===== src/rtl/jesd_link_pkg.sv =====
// Shared JESD204B link-layer definitions: receive FSM state encoding and
// control character codes used by both the RX and TX link controllers.
package jesd_link_pkg;

    typedef enum logic [3:0] {
        RX_CS_INIT  = 4'b0001,
        RX_CS_CHECK = 4'b0010,
        RX_ILA      = 4'b0100,
        RX_DATA     = 4'b1000
    } rx_state_e;

    localparam logic [7:0] K28_5 = 8'hBC;
    localparam logic [7:0] K28_0 = 8'h1C;

endpackage


===== src/rtl/rx_char_detect.sv =====
// Combinational decode of /K/ (K28.5), /R/ (K28.0) and code errors on one
// decoded octet. Characters carrying a code error are never recognised.
module rx_char_detect
    import jesd_link_pkg::*;
(
    input  logic [7:0] i_octet,
    input  logic       i_is_k,
    input  logic       i_code_err,
    input  logic       i_octet_valid,
    output logic       o_kchar,
    output logic       o_rchar,
    output logic       o_err
);

    logic ctrl_ok;

    assign ctrl_ok = i_octet_valid & i_is_k & ~i_code_err;
    assign o_kchar = ctrl_ok & (i_octet == K28_5);
    assign o_rchar = ctrl_ok & (i_octet == K28_0);
    assign o_err   = i_octet_valid & i_code_err;

endmodule


===== src/rtl/rx_link_control.sv =====
// JESD204B receive link-layer controller for one lane: CGS with SYNC~,
// ILA timing against LMFC, user-data qualification and error-driven resync.
module rx_link_control
    import jesd_link_pkg::*;
#(
    parameter int K_DET_COUNT     = 4,
    parameter int SYNC_MIN_FRAMES = 5,
    parameter int ERR_THRESH      = 3
) (
    input  logic       clk,
    input  logic       rst_n,
    input  logic       frame_clk,
    input  logic       lmfc_clk,
    input  logic [7:0] i_octet,
    input  logic       i_is_k,
    input  logic       i_code_err,
    input  logic       i_octet_valid,
    input  logic       i_sync_request,
    input  logic [7:0] i_ila_multiframe_length,
    output logic       o_sync_n,
    output logic [3:0] o_rx_state,
    output logic       o_ila_valid,
    output logic       o_data_valid,
    output logic [7:0] o_data,
    output logic [7:0] o_err_total
);

    localparam logic [3:0] K_MAX   = 4'(K_DET_COUNT);
    localparam logic [3:0] F_MIN   = 4'(SYNC_MIN_FRAMES);
    localparam logic [1:0] EC_TRIP = 2'(ERR_THRESH - 1);

    rx_state_e  state_q, state_d;
    logic [3:0] k_cnt_q, k_cnt_d;
    logic [3:0] sync_fcnt_q, sync_fcnt_d;
    logic [8:0] mf_cnt_q, mf_cnt_d;
    logic [1:0] ec_q, ec_d;
    logic       sync_n_q, ila_valid_q, data_valid_q;
    logic [7:0] data_q, err_total_q;

    logic kchar, rchar, err, good, resync;

    rx_char_detect u_char_detect (
        .i_octet       (i_octet),
        .i_is_k        (i_is_k),
        .i_code_err    (i_code_err),
        .i_octet_valid (i_octet_valid),
        .o_kchar       (kchar),
        .o_rchar       (rchar),
        .o_err         (err)
    );

    assign good   = i_octet_valid & ~i_code_err;
    assign resync = i_sync_request | (err & (ec_q == EC_TRIP));

    always_comb begin
        state_d     = state_q;
        k_cnt_d     = k_cnt_q;
        sync_fcnt_d = sync_fcnt_q;
        mf_cnt_d    = mf_cnt_q;
        ec_d        = ec_q;

        if (err && ec_q != 2'd3) begin
            ec_d = ec_q + 2'd1;
        end else if (good) begin
            ec_d = 2'd0;
        end

        case (state_q)
            RX_CS_INIT: begin
                if (kchar) begin
                    if (k_cnt_q < K_MAX) k_cnt_d = k_cnt_q + 4'd1;
                end else if (i_octet_valid) begin
                    k_cnt_d = 4'd0;
                end
                if (frame_clk && sync_fcnt_q != 4'hF) sync_fcnt_d = sync_fcnt_q + 4'd1;
                if (k_cnt_q >= K_MAX && sync_fcnt_q >= F_MIN && !i_sync_request)
                    state_d = RX_CS_CHECK;
            end
            RX_CS_CHECK: begin
                if (resync)     state_d = RX_CS_INIT;
                else if (rchar) state_d = RX_ILA;
            end
            RX_ILA: begin
                if (lmfc_clk) mf_cnt_d = mf_cnt_q + 9'd1;
                if (resync)
                    state_d = RX_CS_INIT;
                else if (lmfc_clk && mf_cnt_q == {1'b0, i_ila_multiframe_length})
                    state_d = RX_DATA;
            end
            RX_DATA: begin
                if (resync) state_d = RX_CS_INIT;
            end
            default: state_d = RX_CS_INIT;
        endcase

        // Entry actions override the per-state counter updates above.
        if (state_d != state_q) begin
            if (state_d == RX_CS_INIT) begin
                k_cnt_d     = 4'd0;
                sync_fcnt_d = 4'd0;
                ec_d        = 2'd0;
            end
            if (state_d == RX_ILA) mf_cnt_d = 9'd0;
        end
    end

    always_ff @(posedge clk or negedge rst_n) begin
        if (!rst_n) begin
            state_q      <= RX_CS_INIT;
            k_cnt_q      <= 4'd0;
            sync_fcnt_q  <= 4'd0;
            mf_cnt_q     <= 9'd0;
            ec_q         <= 2'd0;
            sync_n_q     <= 1'b0;
            ila_valid_q  <= 1'b0;
            data_valid_q <= 1'b0;
            data_q       <= 8'd0;
            err_total_q  <= 8'd0;
        end else begin
            state_q      <= state_d;
            k_cnt_q      <= k_cnt_d;
            sync_fcnt_q  <= sync_fcnt_d;
            mf_cnt_q     <= mf_cnt_d;
            ec_q         <= ec_d;
            // Qualifiers follow the next state so they line up with o_rx_state.
            sync_n_q     <= (state_d != RX_CS_INIT);
            ila_valid_q  <= (state_d == RX_ILA) & good;
            data_valid_q <= (state_d == RX_DATA) & good;
            if (i_octet_valid) data_q <= i_octet;
            if (err && err_total_q != 8'hFF) err_total_q <= err_total_q + 8'd1;
        end
    end

    assign o_sync_n     = sync_n_q;
    assign o_rx_state   = state_q;
    assign o_ila_valid  = ila_valid_q;
    assign o_data_valid = data_valid_q;
    assign o_data       = data_q;
    assign o_err_total  = err_total_q;

endmodule


===== config.mk =====
export PLATFORM = sky130hd
export DESIGN_NAME = rx_link_control
export DESIGN_NICKNAME = d
export VERILOG_FILES = /design/src/rtl/jesd_link_pkg.sv /design/src/rtl/rx_char_detect.sv /design/src/rtl/rx_link_control.sv
export SDC_FILE = /design/constraint.sdc
export NUM_CORES = 1
export LEC_CHECK = 0
export ABC_CLOCK_PERIOD_IN_PS = 3300
export BUFFER_PORTS_ARGS = -buffer_cell sky130_fd_sc_hd__buf_2
export CORE_MARGIN = 2
export CORE_UTILIZATION = 50
export CTS_CLUSTER_DIAMETER = 50
export DETAILED_ROUTE_END_ITERATION = 8
export PLACE_DENSITY = 0.75
export RECOVER_POWER = 50
export SLEW_MARGIN = 20
export SYNTH_ARGS = -nofsm -noshare
export SYNTH_HDL_FRONTEND = slang
export SYNTH_SLANG_ARGS = --single-unit

===== constraint.sdc =====
create_clock -name clk -period 3.3 [get_ports clk]
set_clock_uncertainty 0.15 [all_clocks]
set_input_delay 0.825 -clock clk [delete_from_list [all_inputs] [get_ports clk]]
set_output_delay 0.825 -clock clk [all_outputs]
set_load 0.03 [all_outputs]

# Word-level counts from Yosys, hierarchy flattened
# Index checks and enable logic that the tools add are counted.
# W data, S select, Z words.
totals:
  register_bits: 42
  wordCells: 77
classes:
  addsub: 5
  magnitude_cmp: 3
  eq_ne: 16
  mux: 25
  n_bitwise: 11
  n_reduce_logical: 7
op_table:
  columns: ["operator", "n"]
  rows:
  - ["$mux W4", 16]
  - ["$mux W9", 4]
  - ["$pmux W4 S4", 1]
  - ["$add A9 B1 Y9 const B", 1]
  - ["$and A1 B1 Y1", 9]
  - ["$eq A9 B8 Y1", 1]
  - ["$add A4 B1 Y4 const B", 2]
  - ["$add A8 B1 Y8 const B", 1]
  - ["$eq A4 B1 Y1 const B", 2]
  - ["$eq A4 B3 Y1 const B", 2]
  - ["$eq A4 B4 Y1 const B", 2]
  - ["$eq A8 B5 Y1 const B", 1]
  - ["$eq A8 B8 Y1 const B", 1]
  - ["$ge A4 B3 Y1 const B", 2]
  - ["$mux W2", 4]
  - ["$ne A8 B8 Y1 const B", 1]
  - ["$logic_and A1 B1 Y1", 6]
  - ["$eq A4 B2 Y1 const B", 1]
  - ["$lt A4 B3 Y1 const B", 1]
  - ["$ne A4 B1 Y1 const B", 1]
  - ["$ne A4 B4 Y1", 1]
  - ["$ne A4 B4 Y1 const B", 1]
  - ["$add A2 B1 Y2 const B", 1]
  - ["$eq A2 B2 Y1 const B", 1]
  - ["4 further kinds", 4]

# Logic depth before layout (Yosys ltp)
# Gate-level depths: netlist of the first run.
depth:
  word_depth: 9
  ltp_mapped: 7

# By module
# A second synthesis of the first run with hierarchy kept.
hier_totals:
  hier_cells: 217
  hier_area_um2: 2229.6
modules_own_cells:
  columns: ["module", "instances", "cells_per_inst", "area_each_um2", "seq_area_each_um2"]
  rows:
  - ["rx_link_control", 1, 210, 2170.8, 1052.3]
  - ["rx_char_detect", 1, 7, 58.8, 0.0]

# Worst setup path before layout of the first run
# Ideal clock, no wire load.
synth_path:
  path_kind: "input to register"
  startpoint: "in i_octet[1]"
  endpoint: "reg k_cnt_q[1]"
  setup_ns: 0.120
  arrival_ns: 2.245
  required_ns: 3.030
  path_slack_ns: 0.785
  stages: 5
  path_buffers: 0
  path_cell_list: "or3b_1 or4_4 nor4_4 mux2i_1 nor3_2"
synth_between:
  elab_chain_len: 8
  elab_cells_between_ends: 13
synth_rtl:
  columns: ["item", "line", "rtl"]
  rows:
  - ["start, declared", "rx_link_control.sv:14", "input logic [7:0] i_octet,"]
  - ["$eq A8 B5 Y1", "rx_char_detect.sv:19", "assign o_rchar = ctrl_ok & (i_octet == K28_0);"]
  - ["$and A1 B1 Y1", "rx_char_detect.sv:19", null]
  - ["$mux W4", "rx_link_control.sv:81", "else if (rchar) state_d = RX_ILA;"]
  - ["$mux W4", "rx_link_control.sv:80", "if (resync) state_d = RX_CS_INIT;"]
  - ["$pmux W4 S4", "rx_link_control.sv:68", "case (state_q)"]
  - ["$eq A4 B1 Y1", "rx_link_control.sv:98", "if (state_d == RX_CS_INIT) begin"]
  - ["$mux W4", "rx_link_control.sv:98", null]
  - ["$mux W4 *", "rx_link_control.sv:97", "if (state_d != state_q) begin"]
  - ["net k_cnt_d[1]", "rx_link_control.sv:33", "logic [3:0] k_cnt_q, k_cnt_d;"]
  - ["end signal, assigned", "rx_link_control.sv:121", "k_cnt_q <= k_cnt_d;"]
  - ["end, declared", "rx_link_control.sv:33", null]
# Mark *: on every way through the listed nets, which the timed path passes. The rest lies on a longest branch.
# A chain may end at the register's enable or synchronous reset.

# Final worst setup path of the first run
layout_path:
  startpoint: "in i_octet_valid"
  endpoint: "reg k_cnt_q[1]"
layout_between:
  elab_chain_len: 9
  elab_cells_between_ends: 19
layout_rtl:
  columns: ["item", "line", "rtl"]
  rows:
  - ["start, declared", "rx_link_control.sv:17", "input logic i_octet_valid,"]
  - ["$and A1 B1 Y1 (2 in series)", "rx_char_detect.sv:17", "assign ctrl_ok = i_octet_valid & i_is_k & ~i_code_err;"]
  - ["$and A1 B1 Y1", "rx_char_detect.sv:19", null]
  - ["$mux W4", "rx_link_control.sv:81", null]
  - ["$mux W4", "rx_link_control.sv:80", null]
  - ["$pmux W4 S4", "rx_link_control.sv:68", null]
  - ["$eq A4 B1 Y1", "rx_link_control.sv:98", null]
  - ["$mux W4", "rx_link_control.sv:98", null]
  - ["$mux W4 *", "rx_link_control.sv:97", null]
  - ["net k_cnt_d[1]", "rx_link_control.sv:33", null]
# Marks and branches as above.

==> results.md, run 1 <==
- Setup ws final: between 500 and 600 ps
- Nets@finish: 277
- Buffers on Ports: between 40 and 50
- Syn Nets: between 200 and 250
- Hold Crit Class: reg2reg
- Post-synthesis simple-gate area fraction: 0.227
- Starting density of the core: 0.526
- Detailed Route WL: 3.96 mm
- Final hold vios: 0
- CP Cell Sequence: clkbuf_1, nand2b_2, or4_4, nor4_4, mux2i_1, nor3_2
- Sw Pwr: around 0.46 mW
- Worst Tran Pin Value: approximately 900 ps
- Post-synth cell types: 42
- Fillers: 352
- Initial DRC count: 74
- Hold-fix buffers, CTS: 0
- Power share of the clock group: 0.249
- Top Family by Delay on Critical Path: simple AND/OR/NAND/NOR gates
- Maximum vdd drop: 0.570 mV
- Mux share of post-synthesis cell area: 0.0615
- Area Overhead vs Synth: 16.5%
- GR Overflow Total: 0
- Status: completed
- DR WL/cell: 13.4 microns
- Critical Path Max Stage Delay: 600 ps
- Cell area after layout: 2490 sq um
- Drt pass-1 iters: 4
- Worst Setup End Kind: flop
- Final setup TNS: 0 ps
- Min Tclk post-route: around 2700 ps
- CTS Buf Count: 5
- Inserted Diodes: 0
- Die ar.: 4810 sq um
- Number of synthesized flops with an enable pin: 0
- RSZ-0062 raised after global routing: false
- Setup repair bufs after CTS: 0
- Post-Synthesis Cells: 197
- Layout cells sized above 1: 0.280
- Clock transition at path regs: 80 ps
- Post_cts resized: 0
- Clk_lat worst skew: approximately 300 ps
- Slowest CP cell: or4_4
- Final Setup Violations: 0
- Die H: 69.4 microns
- Top FF cell, synth: dfrtp_1
- Final period util: 0.821
- Num rows: 23
- CP Data Required Time: 3320 ps
- Max_slew headroom: 0.401
- LEAKAGE: 1.22 nW
- WP data arrival: 2730 ps
- PD cells: 533 nW/um^2
- Synthesized cell area: about 2100 sq um
- Root Driver: clkbuf_8
- First-pass GRT wire length: 6.93 mm
- Synth Area in Adders: 0.0469
- Comb power frac: 0.250
- Sequential fraction of the synthesis area: 0.493
- GR Util All Layers: 0.179
- Routed Antenna Nets: 0
- CP Launch Type: input pin
- Die W: roughly 69 microns
- Avg Inst Size Synth: between 10 and 15 sq um
- F_max: 369 MHz
- Largest family of logic cells by synthesized area: simple AND/OR/NAND/NOR gates
- Async SR Flop Fraction: 1.00
- Critical Path Fanout Max: 16
- Xor/xnor share of the synthesized area: 0.107
- Post-layout util: 0.613
- CP bufs+invs: 1
- Hold slack: 353 ps
- Largest net degree at the start of global routing: 43
- Routed vias/inst: about 5.4
- Post-DP HPWL: 3.00 mm
- Total placed instance area: 2400 sq um
- Post-route DRC: 0
- Initial antenna violation count: 0
- Maximum root-to-sink buffer count: 2
- RePlAce Congestion: 0.799
- Syn. warnings: 0
- # IOs: 47
- Max-slew violations: 0
- Sw Ratio: 0.347
- Internal power: 0.866 mW
- Compound-Gate Fraction of Synth Area: 0.0469
- WS Path Type: in2reg
- Via count: 1604
- FF+latch count, synth: 42
- CTS H-tree lvls: 2
- CTS Sinks: 42
- Vias in the first global route: between 1500 and 2000
- Reg power frac: 0.501
- Core box area: 4060 sq um
- Max-cap violation count: 0
- Worst slack, placed: between 500 and 600 ps
- CTS tree: built
## flip-flops by register name, summed over array words and instances, names as in the netlist
register / count
o_ila_valid: 1
sync_fcnt_q: 4
o_data: 8
o_data_valid: 1
mf_cnt_q: 9
o_sync_n: 1
o_rx_state: 4
k_cnt_q: 4
ec_q: 2
o_err_total: 8
## routing by layer
| metal | global-route usage | vias up | routed length, microns |
|---|---|---|---|
| met5 | 0 | - | 0 |
| met4 | 0.0719 | 0 | 40 |
| met3 | 0.0465 | 4 | 211 |
| met2 | 0.301 | 38 | 2010 |
| met1 | 0.220 | 782 | 1700 |
| li1 | - | 780 | - |
## through the flow
stage                     power (mW)  cells
after floorplan                0.897    197
after global placement         0.997    288
after detailed placement        1.01    288
after CTS                       1.35    296
after global routing            1.41    296
final                           1.33    296
## power groups by stage
stage	Sequential (mW)	Clock [mW]	Combinational, mW
2_1_floorplan	0.751	0	0.146
3_3_place_gp	0.670	0	0.326
3_5_place_dp	0.674	0	0.339
4_1_cts	0.665	0.343	0.338
5_1_grt	0.676	0.371	0.367
6_report	0.664	0.330	0.332
## synth_stat cells, types with 2 or more instances
library cell / instances / area (sq um)
mux2_2: 9 / 101
nand3_1: 9 / 45.0
nand2b_1: 4 / 25.0
a21oi_1: 4 / 20.0
nand4_1: 4 / 25.0
dfrtp_1: 41 / 1030
o21ai_0: 4 / 20.0
and3_1: 5 / 31.3
nor3b_1: 2 / 15.0
a31oi_1: 3 / 18.8
nor3_2: 2 / 20.0
clkbuf_1: 3 / 11.3
xor2_1: 19 / 166
nor2b_1: 3 / 18.8
or3_1: 2 / 12.5
nand2_1: 12 / 45.0
ha_1: 8 / 100
nor2_1: 22 / 82.6
nor4_1: 2 / 12.5
nor3_1: 5 / 25.0
and4_1: 3 / 26.3
xnor2_1: 7 / 61.3
inv_1: 3 / 11.3
mux2i_1: 3 / 30.0
## area by class of cell
type	instances	area, sq um	area share
Clock inverter	3	21.3	0.00855
Multi-Input combinational cell	147	1040	0.420
Inverter	3	11.3	0.00453
Timing Repair Buffer	46	226	0.0910
Sequential cell	42	1050	0.423
Clock buffer	5	68.8	0.0277
Tap cell	50	62.6	0.0252
## cells in the final DEF, fill, tap and decap left out, types with 2 or more instances in the layout
cell      synthesis  layout
buf_2             1      43
dfrtp_1          41      41
nor2_1           22      22
xor2_1           19      19
nand2_1          12      12
nand3_1           9       9
mux2_2            9       9
ha_1              8       8
xnor2_1           7       7
nor3_1            5       5
and3_1            5       5
clkbuf_8          0       5
nand2b_1          4       4
a21oi_1           4       4
o21ai_0           4       4
nand4_1           4       4
a31oi_1           3       3
nor2b_1           3       3
inv_1             3       3
mux2i_1           3       3
and4_1            3       3
clkbuf_1          3       3
nor3b_1           2       2
nor4_1            2       2
or3_1             2       2
nor3_2            2       2
## cell families (layout without fill, tap and decap cells)
family | after synthesis | after routing
AND/OR/NAND/NOR | 85 | 85
flip-flops | 42 | 42
XOR/XNOR | 26 | 26
AO/OA/AOI/OAI | 16 | 16
multiplexers | 12 | 12
adder cells (fa/ha/maj) | 8 | 8
buffers and inverters | 8 | 57
## worst reg2reg max path, delay by kind of cell (launching register included)
family                    cells  cell delay (ps)
and+or+nand+nor               4             1170
xor gates and xnor gates      1              140
DFF                           1              560
## worst paths after layout
| path | startpoint | to | slack [ps] | cells past startpoint |
|---|---|---|---|---|
| worst min register to register | o_err_total[7] | o_err_total[7] | 350 | 1 |
| worst max register to register | o_rx_state[0] | sync_fcnt_q[3] | 1140 | 5 |
| worst min-delay path | o_err_total[7] | o_err_total[7] | 350 | 1 |
| max in group asynchronous | rst_n | o_data[5] | 1930 | 1 |
| worst max-delay path | i_octet_valid | k_cnt_q[1] | 590 | 6 |
| min in group asynchronous | rst_n | mf_cnt_q[5] | 500 | 1 |
(Power assumes the default switching activity.)
==> run 2: changes to the inputs <==
--- a/config.mk
+++ b/config.mk
@@ -5,13 +5,13 @@
 export SDC_FILE = /design/constraint.sdc
 export NUM_CORES = 1
 export LEC_CHECK = 0
-export ABC_CLOCK_PERIOD_IN_PS = 3300
+export ABC_CLOCK_PERIOD_IN_PS = 2300
 export BUFFER_PORTS_ARGS = -buffer_cell sky130_fd_sc_hd__buf_2
 export CORE_MARGIN = 2
-export CORE_UTILIZATION = 50
+export CORE_UTILIZATION = 48
 export CTS_CLUSTER_DIAMETER = 50
 export DETAILED_ROUTE_END_ITERATION = 8
-export PLACE_DENSITY = 0.75
+export PLACE_DENSITY = 0.76
 export RECOVER_POWER = 50
 export SLEW_MARGIN = 20
 export SYNTH_ARGS = -nofsm -noshare
==> constraint.sdc (replaced) <==
create_clock -name clk -period 2.3 [get_ports clk]
set_clock_uncertainty 0.15 [all_clocks]
set_input_delay 0.575 -clock clk [delete_from_list [all_inputs] [get_ports clk]]
set_output_delay 0.575 -clock clk [all_outputs]
set_load 0.03 [all_outputs]
==> results.md, run 2 (synthesis results as in run 1) <==
- Core box area: 4320 sq um (+6.6%)
- LEAKAGE: 1.27 nW (+3.9%)
- RSZ-0062 raised after global routing: false
- Vias in the first global route: 1611 (+3.7%)
- PD cells: 749 nW/um^2 (+40%)
- Detailed Route WL: 4.14 mm (+4.5%)
- WP data arrival: 2200 ps (-530 ps)
- Routed vias/inst: 5.22 (-3.7%)
- CP Data Required Time: 2330 ps (-990 ps)
- Setup ws final: 128 ps (-464 ps)
- Setup repair bufs after CTS: 0 (unchanged)
- Worst slack, placed: -183 ps (-738 ps)
- Final hold vios: 0 (unchanged)
- Post-layout util: 0.593 (-0.0198)
- Largest Register: mf_cnt_q
- CP Launch Type: input pin
- GR Util All Layers: 0.182 (+0.00251)
- Maximum vdd drop: 0.541 mV (-5.1%)
- Final period util: 0.944
- # IOs: 47 (unchanged)
- Largest net degree at the start of global routing: 23 (-47%)
- Post-route DRC: 0 (unchanged)
- Die ar.: 5000 sq um (+3.9%)
- GR Overflow Total: 0 (unchanged)
- Clock transition at path regs: 80 ps (about the same)
- Worst Tran Pin Value: 1100 ps (+201 ps)
- CTS tree: built
- Die W: 70.7 microns (+1.9%)
- F_max: 460 MHz
- Buffers on Ports: 46 (unchanged)
- Inserted Diodes: 0 (unchanged)
- Fillers: 407 (+16%)
- Max-slew violations: 0 (unchanged)
- Power Total: 1.92 mW (+45%)
- R2R setup slack: 320 ps (-820 ps)
- CTS Sinks: 42 (unchanged)
- Critical Path Fanout Max: 3 (-13)
- Initial DRC count: 97 (+31%)
- Routed Antenna Nets: 0 (unchanged)
- Commonest cells after routing, fill and taps aside: 41 x dfrtp_1, 41 x buf_2, 22 x nor2_1, 19 x xor2_1, 12 x nand2_1
- Hold Crit Class: in2async
- Drt pass-1 iters: 4 (unchanged)
- Clk_lat worst skew: 300 ps (about the same)
- Area Overhead vs Synth: 20.1%
- Final Setup Violations: 0 (unchanged)
- First-pass GRT wire length: 7.20 mm (+3.9%)
- CTS H-tree lvls: 2 (unchanged)
- Layout cells sized above 1: 0.296 (+0.0152)
- Worst Setup End Kind: flop
- Post_cts resized: 0 (unchanged)
- Nets@finish: 288 (+4.0%)
- Status: completed
- Die H: 70.7 microns (+1.9%)
- Num rows: 24 (+4.3%)
- Cell area after layout: 2560 sq um (+3.1%)
- Min Tclk post-route: between 2000 and 2500 ps
- Max-cap violation count: 0 (unchanged)
- DR WL/cell: 13.4 microns (+0.15%)
- Via count: 1612 (+0.50%)
- Hold-fix buffers, CTS: 0 (unchanged)
- Max_slew headroom: 0.267 (-0.134)
- Initial antenna violation count: 0 (unchanged)
- Starting density of the core: 0.494 (-0.0324)
- Root Driver: clkbuf_8
- WS Path Type: in2reg
- Hold slack: 310 ps (-43.3 ps)
- Maximum root-to-sink buffer count: 2 (unchanged)
- Total placed instance area: 2500 sq um (+4.1%)
- CTS Buf Count: 5 (unchanged)
- Post-DP HPWL: 3.10 mm (+3.4%)
- RePlAce Congestion: 0.780 (-2.4%)
- Max reg flops: 9 (unchanged)
## run 2: layout make-up
class	instances	area (sq um)	area share
inverters	3	11.3	0.00439
well taps	52	65.1	0.0254
repair buffers	57	300	0.117
multi-input cells	147	1040	0.407
clock inverters	1	5.00	0.00195
flip-flops and latches	42	1050	0.410
clock buffers	7	86.3	0.0337
## run 2: final timing paths
check,from,to,cells after the start
worst max-delay path,i_octet[1],k_cnt_q[1],6
worst min register to register,o_err_total[6],o_err_total[6],1
worst min-delay path,rst_n,mf_cnt_q[5],1
max in group asynchronous,rst_n,o_rx_state[0],2
min in group clk,o_err_total[6],o_err_total[6],1
worst max register to register,o_rx_state[0],k_cnt_q[1],4
## run 2: metrics by stage
stage               instances  TNS [ps]
global route              309         0
detailed placement        301      -461
CTS                       309         0
global placement          301      -264
finish                    309         0
floorplan                 197         0
## run 2: layer usage
layer,vias up,routed length [microns],share of wire,GRT usage
met4,0,58,0.014,0.0566
met1,760,1850,0.45,0.236
met5,-,0,0,0
li1,808,-,-,-
met3,6,236,0.057,0.0584
met2,38,1990,0.48,0.292
## run 2: power by group
group / switching [mW] / internal, mW
Clock: 0.246 / 0.242
Sequential: 0.107 / 0.842
Combinational: 0.291 / 0.194
Total: 0.643 / 1.28
## run 2: critical path: stages
cell and delay, ps:
buf_2 100, or3b_1 390, or4_4 560, nor4_4 250, mux2i_1 270, nor3_2 50
